`config.mk`:
```
export PLATFORM = sky130hd
export DESIGN_NAME = i2c_host_ctrl
export DESIGN_NICKNAME = d
export VERILOG_FILES = /design/src/rtl/i2c_host_ctrl.sv
export SDC_FILE = /design/constraint.sdc
export NUM_CORES = 1
export LEC_CHECK = 0
export BUFFER_PORTS_ARGS = -buffer_cell sky130_fd_sc_hd__buf_2
export CORE_ASPECT_RATIO = 1.25
export CORE_MARGIN = 3
export CORE_UTILIZATION = 58
export CTS_BUF_LIST = sky130_fd_sc_hd__clkbuf_4 sky130_fd_sc_hd__clkbuf_8 sky130_fd_sc_hd__clkbuf_16
export CTS_CLUSTER_SIZE = 24
export DETAILED_ROUTE_END_ITERATION = 6
export PLACE_DENSITY = 0.8
export SLEW_MARGIN = 25
export SYNTH_ARGS = -nofsm -noshare
export SYNTH_HDL_FRONTEND = slang
export SYNTH_SLANG_ARGS = --single-unit
```
`constraint.sdc`:
```
create_clock -name clock -period 2.8 [get_ports clock]
set_input_delay 0.28 -clock clock [delete_from_list [all_inputs] [get_ports clock]]
set_output_delay 0.28 -clock clock [all_outputs]
set_load 0.02 [all_outputs]
```
`src/rtl/i2c_host_ctrl.sv`:
```
// Single-byte I2C bus master: START, address+rw, one data byte, ACK/NACK, STOP.
// Define I2C_STRETCH_EN to let the target hold SCL low during Q2 (clock stretching).
module i2c_host_ctrl #(
  parameter int unsigned QTR   = 25,
  parameter int unsigned QTR_W = 8
) (
  input  logic       clock,
  input  logic       reset_n,
  input  logic       cmd_valid,
  output logic       cmd_ready,
  input  logic [6:0] cmd_addr,
  input  logic       cmd_rw,
  input  logic [7:0] cmd_wdata,
  output logic       rsp_valid,
  output logic [7:0] rsp_rdata,
  output logic       rsp_nack,
  output logic       scl_o,
  output logic       sda_o,
  input  logic       sda_i,
  input  logic       scl_i
);

  typedef enum logic [3:0] {
    StIdle, StStart, StAddr, StAack, StWdata, StWack, StRdata, StMnack, StStop, StDone
  } state_e;

  state_e             state_q, state_d;
  logic [QTR_W-1:0]   qcnt_q, qcnt_d;
  logic [1:0]         qtr_q, qtr_d;
  logic [2:0]         bit_q, bit_d;
  logic [7:0]         tx_q, tx_d;
  logic [7:0]         rx_q, rx_d;
  logic [7:0]         wdata_q, wdata_d;
  logic [7:0]         rdata_q, rdata_d;
  logic               rw_q, rw_d;
  logic               ack_q, ack_d;
  logic               nack_q, nack_d;
  logic               scl_q, scl_d;
  logic               sda_q, sda_d;
  logic               slot_end;
  logic               hold;

  // Pin levels for a given state/quarter; applied to next-state values so the
  // pins come straight from flops.
  function automatic logic [1:0] bus_drive(state_e st, logic [1:0] qtr, logic txb);
    logic [1:0] drv;
    case (st)
      StStart:                          drv = {1'b1, ~qtr[1]};
      StAddr, StWdata:                  drv = {qtr[1], txb};
      StAack, StWack, StRdata, StMnack: drv = {qtr[1], 1'b1};
      StStop:                           drv = {qtr != 2'd0, qtr == 2'd3};
      default:                          drv = 2'b11;
    endcase
    return drv;
  endfunction

`ifndef I2C_STRETCH_EN
  logic unused_scl;
  assign unused_scl = scl_i;
`endif

  always_comb begin
    state_d  = state_q;
    qcnt_d   = qcnt_q;
    qtr_d    = qtr_q;
    bit_d    = bit_q;
    tx_d     = tx_q;
    rx_d     = rx_q;
    wdata_d  = wdata_q;
    rdata_d  = rdata_q;
    rw_d     = rw_q;
    ack_d    = ack_q;
    nack_d   = nack_q;
    slot_end = 1'b0;
    hold     = 1'b0;
`ifdef I2C_STRETCH_EN
    hold = (qtr_q == 2'd2) && !scl_i;
`endif
    if (state_q == StIdle) begin
      if (cmd_valid) begin
        state_d = StStart;
        tx_d    = {cmd_addr, cmd_rw};
        rw_d    = cmd_rw;
        wdata_d = cmd_wdata;
        nack_d  = 1'b0;
        qcnt_d  = '0;
        qtr_d   = 2'd0;
        bit_d   = 3'd0;
      end
    end else if (state_q == StDone) begin
      state_d = StIdle;
    end else begin
      // Stretching keeps Q2 restarting until SCL is actually seen high.
      if (hold) begin
        qcnt_d = '0;
      end else if (qcnt_q == QTR_W'(QTR - 1)) begin
        qcnt_d   = '0;
        qtr_d    = qtr_q + 2'd1;
        slot_end = (qtr_q == 2'd3);
      end else begin
        qcnt_d = qcnt_q + 1'b1;
      end

      if ((qtr_q == 2'd3) && (qcnt_q == '0)) begin
        ack_d = sda_i;
        if (state_q == StRdata) rx_d = {rx_q[6:0], sda_i};
      end

      if (slot_end) begin
        case (state_q)
          StStart: state_d = StAddr;
          StAddr: begin
            tx_d  = {tx_q[6:0], 1'b0};
            bit_d = bit_q + 3'd1;
            if (bit_q == 3'd7) state_d = StAack;
          end
          StAack: begin
            if (ack_q) begin
              nack_d  = 1'b1;
              state_d = StStop;
            end else if (rw_q) begin
              state_d = StRdata;
            end else begin
              state_d = StWdata;
              tx_d    = wdata_q;
            end
          end
          StWdata: begin
            tx_d  = {tx_q[6:0], 1'b0};
            bit_d = bit_q + 3'd1;
            if (bit_q == 3'd7) state_d = StWack;
          end
          StWack: begin
            nack_d  = ack_q;
            state_d = StStop;
          end
          StRdata: begin
            bit_d = bit_q + 3'd1;
            if (bit_q == 3'd7) state_d = StMnack;
          end
          StMnack: begin
            rdata_d = rx_q;
            state_d = StStop;
          end
          StStop:  state_d = StDone;
          default: state_d = StIdle;
        endcase
      end
    end
    {scl_d, sda_d} = bus_drive(state_d, qtr_d, tx_d[7]);
  end

  always_ff @(posedge clock or negedge reset_n) begin
    if (!reset_n) begin
      state_q <= StIdle;
      qcnt_q  <= '0;
      qtr_q   <= 2'd0;
      bit_q   <= 3'd0;
      tx_q    <= 8'h00;
      rx_q    <= 8'h00;
      wdata_q <= 8'h00;
      rdata_q <= 8'h00;
      rw_q    <= 1'b0;
      ack_q   <= 1'b1;
      nack_q  <= 1'b0;
      scl_q   <= 1'b1;
      sda_q   <= 1'b1;
    end else begin
      state_q <= state_d;
      qcnt_q  <= qcnt_d;
      qtr_q   <= qtr_d;
      bit_q   <= bit_d;
      tx_q    <= tx_d;
      rx_q    <= rx_d;
      wdata_q <= wdata_d;
      rdata_q <= rdata_d;
      rw_q    <= rw_d;
      ack_q   <= ack_d;
      nack_q  <= nack_d;
      scl_q   <= scl_d;
      sda_q   <= sda_d;
    end
  end

  assign cmd_ready = (state_q == StIdle);
  assign rsp_valid = (state_q == StDone);
  assign rsp_rdata = rdata_q;
  assign rsp_nack  = nack_q;
  assign scl_o     = scl_q;
  assign sda_o     = sda_q;

endmodule

```
==> impl_metrics.ini <==
[outcome]
status = finished, final reports clean

[synth]
synth_xor_area_share_pct = 0.940
synth_common_cells = dfrtp_1, nand2_1, o21ai_0
yosys_warnings = 0
muxShareOfSynthArea_pct = 9.40
synth.net_count = 293
synth_area_leaders = dfrtp_1, nand2_1, mux2_4, mux2_2, o21ai_0
async_flop_share_pct = 100
ys_seq_area_share_pct = 48.5
avgSynthCellArea_um2 = 10.5
synth_most_common_cell = dfrtp_1
synth.top_cell.area_share_pct = 45.7
synth_seq_cells = 54
synth_largest_area_cell = dfrtp_1
synth-edff-count = 0
synthAdderAreaFrac_pct = 2.24
yosys.area_share.simple_pct = 21.5
postSynthCellCount = 267
synth_compound_area_share_pct = 14.1
synthesis.area_mm2 = 0.00279
synth_top_family_by_area = simple AND/OR/NAND/NOR gates
ys.flop_type = dfrtp_1
yosysUniqueCellTypes = 59

[sta]
period_minus_slack_ns = 2.41
finalHoldWorstSlack_ns = 0.157
fmax_mhz = 415
worstMarginPinSlew_ns = 0.531
fin_tns_setup_ns = 0
hold_violations = 0
rsz0062_at_grt = false
max_slew_margin_pct = 64.5
clock_skew_ns = 0.00831
fin_crit_sh_pct = 86.0
setup_viol = 0
drv_slew = 0

[global_routing]
grtUsageMet1_pct = 26.4
grt_overflow = 0
grt_usage_pct = 20.8
first_global_vias = 2058
grt_pass1_wl_mm = 9.34
use_met2_pct = 34.6
grt.busiest_layer = met2
met3_usage_pct = 5.12
grt_max_degree = 35
antenna_found_initial = 0

[critical_path]
critPathMaxFanout = 8
max_stage_delay_ns = 0.44
critPathKind = reg -> reg
crit_arrival_ns = 2.60
endpoint_kind = flip-flop
critical_path_required_ns = 2.99
crit_path_start_kind = flip-flop
crit_chain = inv_1 -> ha_1 -> nand4bb_4 -> nor2_1 -> o21ai_0 -> a211o_1 -> a221o_1
crit_path_top_delay_cell = nor2_1

[clock_network]
post_cts_resized = 0
cts_buffers = 5
htree_num_levels = 2
clock_latency_ns = 0.31
clk_pin_slew_worst_paths_ns = 0.10
tritoncts = done
root_buffer = clkbuf_8
postCtsSetupRepairBufs = 0
cts.sinks = 54
clockBufferDepth = 2

[route]
wl_per_cell_um = 15.1
drc_errors = 0
viasPerCell = 5.87
antenna_left = 0
wirelength_mm = 5.45
drt_pass1_iterations = 4
drtIter0Drc = 98
via_count = 2113

[finish]
fin_cells = 360
drive_above_1_share_pct = 25.2
syn_to_final_growth_pct = 11.1
diodes = 0
finish.net_count = 327
fin_area_mm2 = 0.00310
fillCellCount = 361

[placement]
place.gp.congestion = 0.814
dp_cells = 351
placed_area_mm2 = 0.00300
port_buffers = 32
dp_hpwl_mm = 3.85

[die]
initial_core_util_pct = 61.7
core_mm2 = 0.00453
die_w_um = 68.1
ios = 34
rows = 27
dieArea_mm2 = 0.00569
die_h_um = 83.6

[power]
leakagePower_nw = 1.50
ir_drop_mv = 0.428
p_per_area_mw_per_mm2 = 636

[hold_path]
hold_class = in -> reg

[run]
cap_violations = 0
[kinds of logic after synthesis]
family | Yosys count
AOI/OAI and AO/OA | 53
xor gates and xnor gates | 3
adders and majority gates | 5
buffers and inverters | 20
DFF | 54
muxes | 21
and+or+nand+nor | 111
[flip-flops by register name, indices dropped and copies added, names as in the netlist]
| signal | count |
|---|---|
| ack_q | 1 |
| bit_q | 3 |
| qcnt_q | 8 |
| qtr_q | 2 |
| rsp_nack | 1 |
| rsp_rdata | 8 |
| rw_q | 1 |
| rx_q | 8 |
| scl_o | 1 |
| sda_o | 1 |
| state_q | 4 |
| tx_q | 8 |
| wdata_q | 8 |
[stage by stage]
step	setup slack [ns]	power [mW]	util, %
after floorplan	0.601	1.41	-
after global placement	0.434	1.52	66.3
after detailed placement	0.417	1.54	66.3
after CTS	0.373	1.99	68.5
after global routing	0.135	2.12	68.5
final	0.391	1.97	68.5
[power by group]
part	total [mW]	internal [mW]	switching, mW
Clock	0.448	0.181	0.267
Combinational	0.466	0.226	0.239
Sequential	1.06	0.915	0.145
Total	1.97	1.32	0.651
[placed cells by master, fill, tap and decap left out, types with 2 or more instances in the layout]
cell	n
a211o_1	2
a221o_1	5
a222oi_1	2
a22o_1	2
a22oi_1	5
and2_1	4
and3_1	6
buf_2	32
buf_4	4
clkbuf_8	5
dfrtp_1	51
dfstp_2	3
ha_1	5
inv_1	10
mux2_2	10
mux2_4	8
mux2i_1	3
nand2_1	50
nand2b_1	3
nand3_1	6
nand4bb_4	2
nor2_1	15
nor3_1	4
nor4_1	4
nor4bb_1	2
o211ai_1	2
o21ai_0	18
o31ai_1	2
or2_2	2
xor2_1	2
[per-layer routing]
layer | vias to the layer above | share of wire, %
met4 | 0 | 1.1
li1 | 1039 | -
met5 | - | 0
met2 | 76 | 49
met1 | 994 | 43
met3 | 4 | 6.3
[path summary, 6_finish.rpt]
| kind | start | to | slack, ns | cells past startpoint |
|---|---|---|---|---|
| min in group asynchronous | reset_n | bit_q[0] | 0.44 | 2 |
| hold reg to reg | wdata_q[1] | wdata_q[1] | 0.49 | 2 |
| max in group asynchronous | reset_n | ack_q | 1.54 | 3 |
| hold / removal | cmd_wdata[2] | wdata_q[2] | 0.16 | 3 |
| setup / recovery | qcnt_q[0] | tx_q[6] | 0.39 | 7 |
| setup reg to reg | qcnt_q[0] | tx_q[6] | 0.39 | 7 |
[final cells by class]
class / instances / area (um^2) / area share [%]
clock buffer: 5 / 68.8 / 2.22
clock inverter: 3 / 25.0 / 0.806
inverter: 10 / 37.5 / 1.21
multi-input combinational: 193 / 1340 / 43.3
sequential: 54 / 1360 / 43.7
tap: 58 / 72.6 / 2.34
timing repair buffer: 37 / 200 / 6.45
[critical path, delay by kind of cell, from the launching register on]
| family | cells | cell delay, ns |
|---|---|---|
| AO/OA/AOI/OAI | 3 | 0.99 |
| adder cells (fa/ha/maj) | 1 | 0.21 |
| buffers and inverters | 1 | 0.08 |
| flip-flops | 1 | 0.43 |
| AND/OR/NAND/NOR | 2 | 0.59 |
[timing repair]
item,CTS,global route
endpoints found under the setup margin,0,0
hold buffers,1,0
endpoints found under the hold margin,20,0
Power figures use the tool's default switching activity.
